`config.mk`:
```
export PLATFORM = sky130hd
export DESIGN_NAME = id_stage
export DESIGN_NICKNAME = d
export VERILOG_FILES = /design/src/rtl/id_stage_pkg.sv /design/src/rtl/id_stage_register_file.sv /design/src/rtl/id_stage.sv
export SDC_FILE = /design/constraint.sdc
export NUM_CORES = 2
export LEC_CHECK = 0
export BUFFER_PORTS_ARGS = -buffer_cell sky130_fd_sc_hd__buf_4
export CAP_MARGIN = 20
export CORE_MARGIN = 5
export CORE_UTILIZATION = 60
export CTS_CLUSTER_SIZE = 30
export DETAILED_ROUTE_END_ITERATION = 7
export PLACE_DENSITY = 0.78
export SYNTH_ARGS = -nofsm -noshare
export SYNTH_HDL_FRONTEND = slang
export SYNTH_HIERARCHICAL = 1
export SYNTH_SLANG_ARGS = --single-unit
```
`constraint.sdc`:
```
create_clock -name clk -period 63.3 [get_ports clk]
set_input_delay 3.165 -clock clk [delete_from_list [all_inputs] [get_ports clk]]
set_output_delay 3.165 -clock clk [all_outputs]
set_load 0.005 [all_outputs]
```
`src/rtl/id_stage_pkg.sv`:
```
// -----------------------------------------------------------------------------
// id_stage_pkg
// Shared definitions for the decode stage and the execute stage behind it:
// instruction opcodes, the 4-bit execute command encoding, the ID/EX payload
// structure and a sign-extension helper.
// -----------------------------------------------------------------------------
package id_stage_pkg;

    // Instruction opcodes (instr[31:26])
    localparam logic [5:0] OP_NOP  = 6'b000000;
    localparam logic [5:0] OP_ADD  = 6'b000001;
    localparam logic [5:0] OP_SUB  = 6'b000011;
    localparam logic [5:0] OP_AND  = 6'b000101;
    localparam logic [5:0] OP_OR   = 6'b000110;
    localparam logic [5:0] OP_NOR  = 6'b000111;
    localparam logic [5:0] OP_XOR  = 6'b001000;
    localparam logic [5:0] OP_SLA  = 6'b001001;
    localparam logic [5:0] OP_SLL  = 6'b001010;
    localparam logic [5:0] OP_SRA  = 6'b001011;
    localparam logic [5:0] OP_SRL  = 6'b001100;
    localparam logic [5:0] OP_ADDI = 6'b100000;
    localparam logic [5:0] OP_SUBI = 6'b100001;
    localparam logic [5:0] OP_LD   = 6'b100100;
    localparam logic [5:0] OP_ST   = 6'b100101;
    localparam logic [5:0] OP_BEZ  = 6'b101000;
    localparam logic [5:0] OP_BNE  = 6'b101001;
    localparam logic [5:0] OP_JMP  = 6'b101010;

    // Execute-stage command encoding
    typedef enum logic [3:0] {
        EXE_NOP = 4'd0,
        EXE_ADD = 4'd1,
        EXE_SUB = 4'd2,
        EXE_AND = 4'd3,
        EXE_OR  = 4'd4,
        EXE_NOR = 4'd5,
        EXE_XOR = 4'd6,
        EXE_SLA = 4'd7,
        EXE_SLL = 4'd8,
        EXE_SRA = 4'd9,
        EXE_SRL = 4'd10
    } exe_cmd_e;

    // Everything handed from decode to execute in one pipeline slot
    typedef struct packed {
        logic [31:0] pc;
        exe_cmd_e    exe_cmd;
        logic [31:0] val1;
        logic [31:0] val2;
        logic [31:0] st_val;
        logic [4:0]  dest;
        logic        wb_en;
        logic        mem_r_en;
        logic        mem_w_en;
    } id_ex_t;

    function automatic logic [31:0] sext16(input logic [15:0] imm);
        return {{16{imm[15]}}, imm};
    endfunction

endpackage

```
`src/rtl/id_stage_register_file.sv`:
```
// -----------------------------------------------------------------------------
// register_file
// 32 x 32-bit general-purpose registers, two asynchronous read ports and one
// synchronous write port. R0 is hard-wired to zero. A read of the register
// being written in the same cycle returns the incoming write data.
//
// Ports
//   clk, rst                 clock, asynchronous active-high reset
//   i_rd_addr1/2             read addresses
//   o_rd_data1/2             read data (combinational)
//   i_wr_en/addr/data        write port, committed on the rising edge
// -----------------------------------------------------------------------------
module register_file (
    input  logic        clk,
    input  logic        rst,
    input  logic [4:0]  i_rd_addr1,
    input  logic [4:0]  i_rd_addr2,
    output logic [31:0] o_rd_data1,
    output logic [31:0] o_rd_data2,
    input  logic        i_wr_en,
    input  logic [4:0]  i_wr_addr,
    input  logic [31:0] i_wr_data
);

    logic [31:0] r_regs [32];

    // NOTE: this array is cleared by reset, so it builds from flops rather than
    // a RAM macro; the reset-to-zero register contents are architectural here.
    always_ff @(posedge clk or posedge rst) begin
        if (rst) begin
            for (int i = 0; i < 32; i++) begin
                r_regs[i] <= '0;
            end
        end else if (i_wr_en && (i_wr_addr != 5'd0)) begin
            r_regs[i_wr_addr] <= i_wr_data;
        end
    end

    // Write-through bypass keeps decode from reading a stale value while
    // writeback commits the same register at the end of this cycle.
    assign o_rd_data1 = (i_rd_addr1 == 5'd0)                      ? 32'd0     :
                        (i_wr_en && (i_wr_addr == i_rd_addr1))    ? i_wr_data :
                                                                    r_regs[i_rd_addr1];
    assign o_rd_data2 = (i_rd_addr2 == 5'd0)                      ? 32'd0     :
                        (i_wr_en && (i_wr_addr == i_rd_addr2))    ? i_wr_data :
                                                                    r_regs[i_rd_addr2];

endmodule

```
`src/rtl/id_stage.sv`:
```
// -----------------------------------------------------------------------------
// id_stage
// Instruction-decode stage: IF/ID pipeline register, register file, decoder,
// branch resolution and the ID/EX pipeline register.
//
// Ports
//   clk, rst                       clock, asynchronous active-high reset
//   if_instruction, if_pc          fetched word and its byte address
//   stall                          hold IF/ID, send a bubble into ID/EX
//   wb_en, wb_dest, wb_value       register-file write port from writeback
//   branch_taken, branch_address   combinational redirect to fetch
//   ex_*                           registered ID/EX payload for execute
// -----------------------------------------------------------------------------
module id_stage
    import id_stage_pkg::*;
(
    input  logic        clk,
    input  logic        rst,
    input  logic [31:0] if_instruction,
    input  logic [31:0] if_pc,
    input  logic        stall,
    input  logic        wb_en,
    input  logic [4:0]  wb_dest,
    input  logic [31:0] wb_value,
    output logic        branch_taken,
    output logic [31:0] branch_address,
    output logic [31:0] ex_pc,
    output logic [3:0]  ex_exe_cmd,
    output logic [31:0] ex_val1,
    output logic [31:0] ex_val2,
    output logic [31:0] ex_st_val,
    output logic [4:0]  ex_dest,
    output logic        ex_wb_en,
    output logic        ex_mem_r_en,
    output logic        ex_mem_w_en
);

    logic [31:0] r_ifid_instr;
    logic [31:0] r_ifid_pc;
    id_ex_t      r_idex;

    logic [5:0]  w_op;
    logic [4:0]  w_rs1;
    logic [4:0]  w_rs2;
    logic [4:0]  w_rd_r;
    logic [31:0] w_imm;
    logic [31:0] w_rd_data1;
    logic [31:0] w_rd_data2;
    logic        w_branch_cond;
    id_ex_t      w_dec;

    // ---------------------------------------------------------------- IF/ID
    // NOTE: sequential state uses non-blocking assignments so every register
    // samples the pre-edge values, independent of statement order.
    always_ff @(posedge clk or posedge rst) begin
        if (rst) begin
            r_ifid_instr <= '0;
            r_ifid_pc    <= '0;
        end else if (!stall) begin
            if (branch_taken) begin
                // Squash the wrong-path fetch into a NOP slot
                r_ifid_instr <= '0;
                r_ifid_pc    <= '0;
            end else begin
                r_ifid_instr <= if_instruction;
                r_ifid_pc    <= if_pc;
            end
        end
    end

    // ---------------------------------------------------------------- fields
    assign w_op   = r_ifid_instr[31:26];
    assign w_rs1  = r_ifid_instr[25:21];
    assign w_rs2  = r_ifid_instr[20:16];
    assign w_rd_r = r_ifid_instr[15:11];
    assign w_imm  = sext16(r_ifid_instr[15:0]);

    register_file u_register_file (
        .clk        (clk),
        .rst        (rst),
        .i_rd_addr1 (w_rs1),
        .i_rd_addr2 (w_rs2),
        .o_rd_data1 (w_rd_data1),
        .o_rd_data2 (w_rd_data2),
        .i_wr_en    (wb_en),
        .i_wr_addr  (wb_dest),
        .i_wr_data  (wb_value)
    );

    // ---------------------------------------------------------------- decode
    // NOTE: every output of this block gets a default first, so no path through
    // the case statement can leave a value unassigned and infer a latch.
    always_comb begin
        w_dec         = '0;
        w_dec.pc      = r_ifid_pc;
        w_branch_cond = 1'b0;

        unique case (w_op)
            OP_ADD, OP_SUB, OP_AND, OP_OR, OP_NOR, OP_XOR,
            OP_SLA, OP_SLL, OP_SRA, OP_SRL: begin
                case (w_op)
                    OP_ADD:  w_dec.exe_cmd = EXE_ADD;
                    OP_SUB:  w_dec.exe_cmd = EXE_SUB;
                    OP_AND:  w_dec.exe_cmd = EXE_AND;
                    OP_OR:   w_dec.exe_cmd = EXE_OR;
                    OP_NOR:  w_dec.exe_cmd = EXE_NOR;
                    OP_XOR:  w_dec.exe_cmd = EXE_XOR;
                    OP_SLA:  w_dec.exe_cmd = EXE_SLA;
                    OP_SLL:  w_dec.exe_cmd = EXE_SLL;
                    OP_SRA:  w_dec.exe_cmd = EXE_SRA;
                    default: w_dec.exe_cmd = EXE_SRL;
                endcase
                w_dec.val1  = w_rd_data1;
                w_dec.val2  = w_rd_data2;
                w_dec.dest  = w_rd_r;
                w_dec.wb_en = 1'b1;
            end
            OP_ADDI, OP_SUBI, OP_LD: begin
                if (w_op == OP_SUBI) begin
                    w_dec.exe_cmd = EXE_SUB;
                end else begin
                    w_dec.exe_cmd = EXE_ADD;
                end
                w_dec.val1     = w_rd_data1;
                w_dec.val2     = w_imm;
                w_dec.dest     = w_rs2;
                w_dec.wb_en    = 1'b1;
                w_dec.mem_r_en = (w_op == OP_LD);
            end
            OP_ST: begin
                // Address = base + offset; store data rides along in st_val
                w_dec.exe_cmd  = EXE_ADD;
                w_dec.val1     = w_rd_data1;
                w_dec.val2     = w_imm;
                w_dec.st_val   = w_rd_data2;
                w_dec.mem_w_en = 1'b1;
            end
            OP_BEZ:  w_branch_cond = (w_rd_data1 == 32'd0);
            OP_BNE:  w_branch_cond = (w_rd_data1 != w_rd_data2);
            OP_JMP:  w_branch_cond = 1'b1;
            default: ; // NOP and unassigned opcodes leave the defaults
        endcase
    end

    assign branch_taken   = w_branch_cond && !stall;
    assign branch_address = r_ifid_pc + 32'd4 + (w_imm << 2);

    // ---------------------------------------------------------------- ID/EX
    always_ff @(posedge clk or posedge rst) begin
        if (rst) begin
            r_idex <= '0;
        end else if (stall) begin
            r_idex <= '0;
        end else begin
            r_idex <= w_dec;
        end
    end

    assign ex_pc       = r_idex.pc;
    assign ex_exe_cmd  = r_idex.exe_cmd;
    assign ex_val1     = r_idex.val1;
    assign ex_val2     = r_idex.val2;
    assign ex_st_val   = r_idex.st_val;
    assign ex_dest     = r_idex.dest;
    assign ex_wb_en    = r_idex.wb_en;
    assign ex_mem_r_en = r_idex.mem_r_en;
    assign ex_mem_w_en = r_idex.mem_w_en;

endmodule

```
Word-level counts from Yosys, hierarchy flattened
Memories as Yosys holds them, arrays and structs flattened. Index checks and enable logic that the tools add are counted.

Register bits: 1228. Memory bits (read-only): 64. Input bits: 105. Output and inout port bits: 173. Word-level logic and storage cells: 110. Memories kept: 1.

Memory list: (name not given) (words 16, bits a word 4, read ports 1, clocked after Yosys merged registers in 0, wr ports 0, RTL line id_stage.sv:101) `case (w_op)`.

$add $sub $neg: 2. Magnitude comparators: 4. Equality and inequality tests: 20. Mux-type cells: 24. Bitwise logic cells: 3. Reduce and logical (&&, ||, !) cells: 13.

Operators by type and width (count): $bwmux W1024 (1); $mux W32 (12); $bmux W32 S5 (2); $pmux W68 S3 (1); $demux W32 S5 (1); $mux W140 (1); $eq A6 B6 Y1 const B (7); $add A32 B3 Y32 const B (1); $add A32 B32 Y32 (1); $logic_not A32 Y1 (1); $ne A32 B32 Y1 (1); $eq A6 B4 Y1 const B (5); $eq A6 B3 Y1 const B (3); $ge A6 B6 Y1 const B (3); $not A5 Y6 (3); $pmux W6 S2 (1); $eq A5 B5 Y1 (2); $logic_not A5 Y1 (2); $reduce_or A10 Y1 (1); $eq A6 B1 Y1 const B (1); $eq A6 B2 Y1 const B (1); $lt A6 B1 Y1 const B (1); $logic_and A1 B1 Y1 (5); $reduce_bool A5 Y1 (1); 7 further kinds (8).

Logic depth before layout (Yosys ltp)
Word-level depth: 10. Depth in mapped cells: 19. Mapped depth without buffers: 12.

By module
The synthesis kept the hierarchy.

Modules (own cells, without submodules): register_file (times used 1, cells each 3746, area an instance 54688.7 um^2, sequential area each 25624.6 um^2); id_stage (times used 1, cells each 951, area an instance 9709.3 um^2, sequential area each 5104.9 um^2).

Least setup slack after synthesis
OpenSTA, ideal clock, no wires.

Kind: in2out. Start: input wb_dest[3]. End: output branch_taken. Arrival: 5.538 ns. Data required time: 60.135 ns. Slack: 54.597 ns. Stages: 13. Path buffers: 3. Cell sequence: buf_2 -> xnor2_1 -> nand2_1 -> nor4_1 -> clkbuf_1 -> a32o_1 -> xnor2_1 -> nand4_1 -> nor4_1 -> a21oi_1 -> o21ai_1 -> buf_2 -> nor2_1.

Longest elaborated chain between the ends: 7. Elaborated cells between the ends (all ways): 12. Classes of those cells: eq/ne: 3; mux: 5; reduce/logical: 4.

Ends and longest elaborated chain: start, declared (RTL line id_stage.sv:23) `input logic [4:0] wb_dest,`; $eq A5 B5 Y1 (RTL line id_stage_register_file.sv:45) `(i_wr_en && (i_wr_addr == i_rd_addr2)) ? i_wr_data :`; $logic_and A1 B1 Y1 (RTL line id_stage_register_file.sv:45); $mux W32 (RTL line id_stage_register_file.sv:45); $mux W32 (RTL line id_stage_register_file.sv:44) `assign o_rd_data2 = (i_rd_addr2 == 5'd0) ? 32'd0 :`; via w_rd_data2[4] (RTL line id_stage.sv:48) `logic [31:0] w_rd_data2;`; $ne A32 B32 Y1 (RTL line id_stage.sv:139) `OP_BNE: w_branch_cond = (w_rd_data1 != w_rd_data2);`; $pmux W1 S3 (RTL line id_stage.sv:98) `unique case (w_op)`; $logic_and A1 B1 Y1 (RTL line id_stage.sv:145) `assign branch_taken = w_branch_cond && !stall;`; end, declared (RTL line id_stage.sv:25) `output logic branch_taken,`.

The timed path passes the listed nets, and every way through them passes these cells.

Worst setup path in the final report
Start: register r_ifid_instr[16]. End: output branch_taken.

Longest elaborated chain between the ends: 9. Elaborated cells between the ends (all ways): 12. Classes of those cells: eq/ne: 2; mux: 6; bitwise: 1; reduce/logical: 3.

Ends and longest elaborated chain: start, declared (RTL line id_stage.sv:38) `logic [31:0] r_ifid_instr;`; start signal, assigned (RTL line id_stage.sv:65) `r_ifid_instr <= if_instruction;`; $not A5 Y6 (implied by the code) (RTL line id_stage_register_file.sv:46) `r_regs[i_rd_addr2];`; $bmux W32 S5 (RTL line id_stage_register_file.sv:46); $mux W32 (implied by the code) (2 in series) (RTL line id_stage_register_file.sv:46); $mux W32 (RTL line id_stage_register_file.sv:45); $mux W32 * (RTL line id_stage_register_file.sv:44); via w_rd_data2[8] (RTL line id_stage.sv:48); $ne A32 B32 Y1 * (RTL line id_stage.sv:139); $pmux W1 S3 * (RTL line id_stage.sv:98); $logic_and A1 B1 Y1 * (RTL line id_stage.sv:145).

Mark *: on every way through the listed nets, which the timed path passes. The rest lies on a longest branch. The select of a mux whose other input is x is not followed.

==> metrics.log <==
INFO  metric cts-resized-gates = 0
INFO  metric tritoncts_num_sinks = 1228
INFO  metric timing.final.max_slew_violations = 0
INFO  metric htree_levels = 4
INFO  metric final.min_clock_period = 9.81 ns
INFO  metric powerDensity = 33.6 mW/mm²
INFO  metric wire_per_inst = 34.9 µm
INFO  metric busiest_layer = met2
INFO  metric measured_slew_at_the_worst_slew_check_pin = 1.30 ns
INFO  metric postSynthAreaPerCell = 13.7 µm²
INFO  metric detail_route.drc_violations = 0
INFO  metric area_growth_syn_to_layout = 11.5%
INFO  metric finalHoldViolCount = 0
INFO  metric sequential_share_of_the_synthesized_area = 47.7%
INFO  metric dp_hpwl = 136000 µm
INFO  metric met1_usage = 50.3%
INFO  metric iteration_count_of_the_initial_detailed_routing_pass = 6
INFO  metric cp_num_buf_inv = 3
INFO  metric multiInputGateArea = 0.0317 mm²
INFO  metric final_layout_size_suffix_gt1_share = 43.4%
INFO  metric grtUsageMet2 = 54.7%
INFO  metric timing.critical_path.slowest_cell_delay = 1.04 ns
INFO  metric initial_core_util = 60.2%
INFO  metric clk_transition_reported_paths = 0.06 ns
INFO  metric core_region_area = 0.107 mm²
INFO  metric holdWs = 0.400 ns
INFO  metric fmax = 102 MHz
INFO  metric fillers = 7437
INFO  metric most-common-layout-cells = sky130_fd_sc_hd__dfrtp_1, sky130_fd_sc_hd__mux2_2, sky130_fd_sc_hd__mux4_2
INFO  metric grt_overflow_total = 0
INFO  metric postCtsSetupRepairBufs = 0
INFO  metric max-slew-margin-rel = 12.3%
INFO  metric dr.first_iter.drc_count = 5728
INFO  metric timing.critical_path.to_type = primary output
INFO  metric mostFrequentLayoutCell = sky130_fd_sc_hd__dfrtp_1
INFO  metric static-leakage-power = 31.6 nW
INFO  metric routed_antenna_nets = 0
INFO  metric worst_ir_drop_vdd = 34.0 µV
INFO  metric max_cap_violations = 0
INFO  metric run_status = finished, final reports clean
INFO  metric critPathRequiredTime = 60.14 ns
INFO  metric use_met3 = 15.4%
INFO  metric skew = 0.0235 ns
INFO  metric num_rows = 120
INFO  metric chipHeight = 338 µm
INFO  metric seq_area = 0.0308 mm²
INFO  metric ctsLongestPathBuffers = 3
INFO  metric timing.critical_path.cells = buf_4 > buf_12 > mux4_2 > a211oi_1 > o21ai_0 > a32o_1 > xnor2_1 > nand4_1 > nor4_1 > a21oi_1 > o21ai_4 > nor2_1 > buf_4
INFO  metric pin_count = 278
INFO  metric syn_area = 0.0644 mm²
INFO  metric worstHoldPathType = flop to flop
INFO  metric crit_slowest_cell = sky130_fd_sc_hd__dfrtp_4
INFO  metric count_of_port_buffers_added_during_placement = 277
INFO  metric groute.usage.overall = 38.3%
INFO  metric design_power_total = 0.00241 W
INFO  metric cts_root_buf = sky130_fd_sc_hd__clkbuf_16
INFO  metric top_cell_family_by_delay_on_the_critical_path = compound AO/OA/AOI/OAI gates
INFO  metric cts-buffers-inserted = 132
INFO  metric grt_max_degree = 120
INFO  metric synth-warning-count = 6
INFO  metric fin_crit_sh = 15.5%
INFO  metric cts_hold_buf = 0
INFO  metric vias = 45100
INFO  metric cts_tree = yes
INFO  metric grt_setup_unrepaired = false
INFO  metric crit_arrival = 6.64 ns
INFO  metric final-setup-viol-count = 0
INFO  metric route.detailed.vias_per_inst = 7.23
INFO  metric worstPathMaxFanout = 94
INFO  metric post_synth_inst_count = 4697
INFO  metric synth_edf_count = 0
INFO  metric die_width = 338 µm
INFO  metric fraction_of_registers_with_async_set_or_reset_after_synthesis = 100%
INFO  metric timing.setup.tns = 0 ns
INFO  metric wire_length_of_the_first_global_routing_pass = 317000 µm
INFO  metric setup.worst_path.start_class = flop
INFO  metric crit_type = flop to primary output
INFO  metric grt_pass1_vias = 45600
INFO  metric postSynthNetCount = 4860
INFO  metric antenna_violations_before_repair = 23
INFO  metric ys_types = 81
INFO  metric gp_routability_congestion = 1.01
INFO  metric number_of_storage_elements_in_the_synthesis_netlist = 1228
INFO  metric crit_top_cell = sky130_fd_sc_hd__buf_4
INFO  metric synth-main-ff-cell = sky130_fd_sc_hd__dfrtp_1
INFO  metric final_net_count = 4876
INFO  metric postRouteWirelength = 218000 µm
INFO  metric design.die.area = 0.114 mm²
INFO  metric later_pin_clock_latency_in_the_skew_report = 0.75 ns
logic make-up after synthesis:
kind of cell	after synthesis	share of synthesized area [%]
muxes	1680	36.1
DFF	1228	47.7
AOI/OAI and AO/OA	625	6.66
and+or+nand+nor	526	3.90
buffers and inverters	509	3.50
xor gates and xnor gates	71	0.966
adders and majority gates	58	1.14
cells in the mapped netlist, types with 8 or more instances:
cell type / count / area [µm²]
sky130_fd_sc_hd__dfrtp_1: 1228 / 30700
sky130_fd_sc_hd__mux2_2: 988 / 11100
sky130_fd_sc_hd__mux4_2: 415 / 9350
sky130_fd_sc_hd__mux2i_1: 269 / 2690
sky130_fd_sc_hd__clkbuf_1: 267 / 1000
sky130_fd_sc_hd__nand2_1: 242 / 908
sky130_fd_sc_hd__buf_2: 125 / 626
sky130_fd_sc_hd__a22oi_1: 116 / 871
sky130_fd_sc_hd__a21oi_1: 101 / 505
sky130_fd_sc_hd__o21ai_0: 86 / 430
sky130_fd_sc_hd__nor2_1: 74 / 278
sky130_fd_sc_hd__and2_1: 68 / 425
sky130_fd_sc_hd__buf_1: 64 / 240
sky130_fd_sc_hd__o21ai_1: 60 / 300
sky130_fd_sc_hd__xnor2_1: 60 / 526
sky130_fd_sc_hd__ha_1: 57 / 713
sky130_fd_sc_hd__o22ai_1: 44 / 275
sky130_fd_sc_hd__nor2b_1: 42 / 263
sky130_fd_sc_hd__a211oi_1: 35 / 263
sky130_fd_sc_hd__o221ai_1: 34 / 298
sky130_fd_sc_hd__a32o_1: 32 / 320
sky130_fd_sc_hd__nand3_1: 23 / 115
sky130_fd_sc_hd__buf_4: 22 / 165
sky130_fd_sc_hd__a221oi_1: 19 / 166
sky130_fd_sc_hd__nand4_1: 18 / 113
sky130_fd_sc_hd__inv_1: 16 / 60.1
sky130_fd_sc_hd__o211ai_1: 14 / 105
sky130_fd_sc_hd__nor4_1: 12 / 75.1
sky130_fd_sc_hd__a21oi_2: 11 / 96.3
sky130_fd_sc_hd__xor2_1: 11 / 96.3
sky130_fd_sc_hd__buf_6: 10 / 113
sky130_fd_sc_hd__o21bai_1: 10 / 75.1
sky130_fd_sc_hd__a21o_1: 8 / 60.1
sky130_fd_sc_hd__mux2_1: 8 / 90.1
sky130_fd_sc_hd__nor3_1: 8 / 40.0
final timing paths:
kind,start,end,slack (ns),cells past startpoint
setup / recovery,r_ifid_instr[16],branch_taken,53.49,13
hold / removal,u_register_file/r_regs[1002],u_register_file/r_regs[1002],0.40,0
setup reg to reg,r_ifid_instr[16],r_ifid_pc[1],56.49,14
hold reg to reg,u_register_file/r_regs[1002],u_register_file/r_regs[1002],0.40,0
max in group asynchronous,rst,u_register_file/r_regs[945],56.12,7
min in group asynchronous,rst,ex_val1[2],2.47,2
metrics by stage:
| step | util [%] | instance area (µm²) | instances | setup slack (ns) |
|---|---|---|---|---|
| floorplan | - | 64400 | 4697 | 31.32 |
| global placement | 62.8 | 67100 | 5976 | 53.76 |
| detailed placement | 62.8 | 67100 | 5976 | 53.68 |
| CTS | 67.0 | 71600 | 6214 | 53.60 |
| global route | 67.1 | 71800 | 6226 | 53.26 |
| finish | 67.2 | 71800 | 6233 | 53.49 |
state kept, by name (all words and copies together) (netlist names), 4 cells and up:
name and cells:
r_ifid_pc 32, ex_val2 32, ex_exe_cmd 4, r_ifid_instr 32
ex_val1 32, ex_st_val 32, ex_pc 32, u_register_file/r_regs 1024
ex_dest 5
cell type report:
class	instances	area share, %
multi-input cells	2960	44.1
flip-flops and latches	1228	42.8
clock buffers	182	5.26
repair buffers	373	4.07
well taps	1403	2.45
clock inverters	56	1.08
inverters	18	0.115
diodes	13	0.0453
where the power goes:
group / switching, W / internal (W) / leakage (nW)
logic: 0.000280 / 0.000293 / 13.5
registers: 0.000108 / 0.000918 / 15.8
clock network: 0.000327 / 0.000485 / 2.23
metal layers:
metal  vias to the layer above  wire length, µm
met3                       775            30300
met2                      3090            93000
li1                      17800                -
met5                         -              302
met4                        22            14100
met1                     23400            79900
No activity file was read; power rests on OpenSTA's default activity.
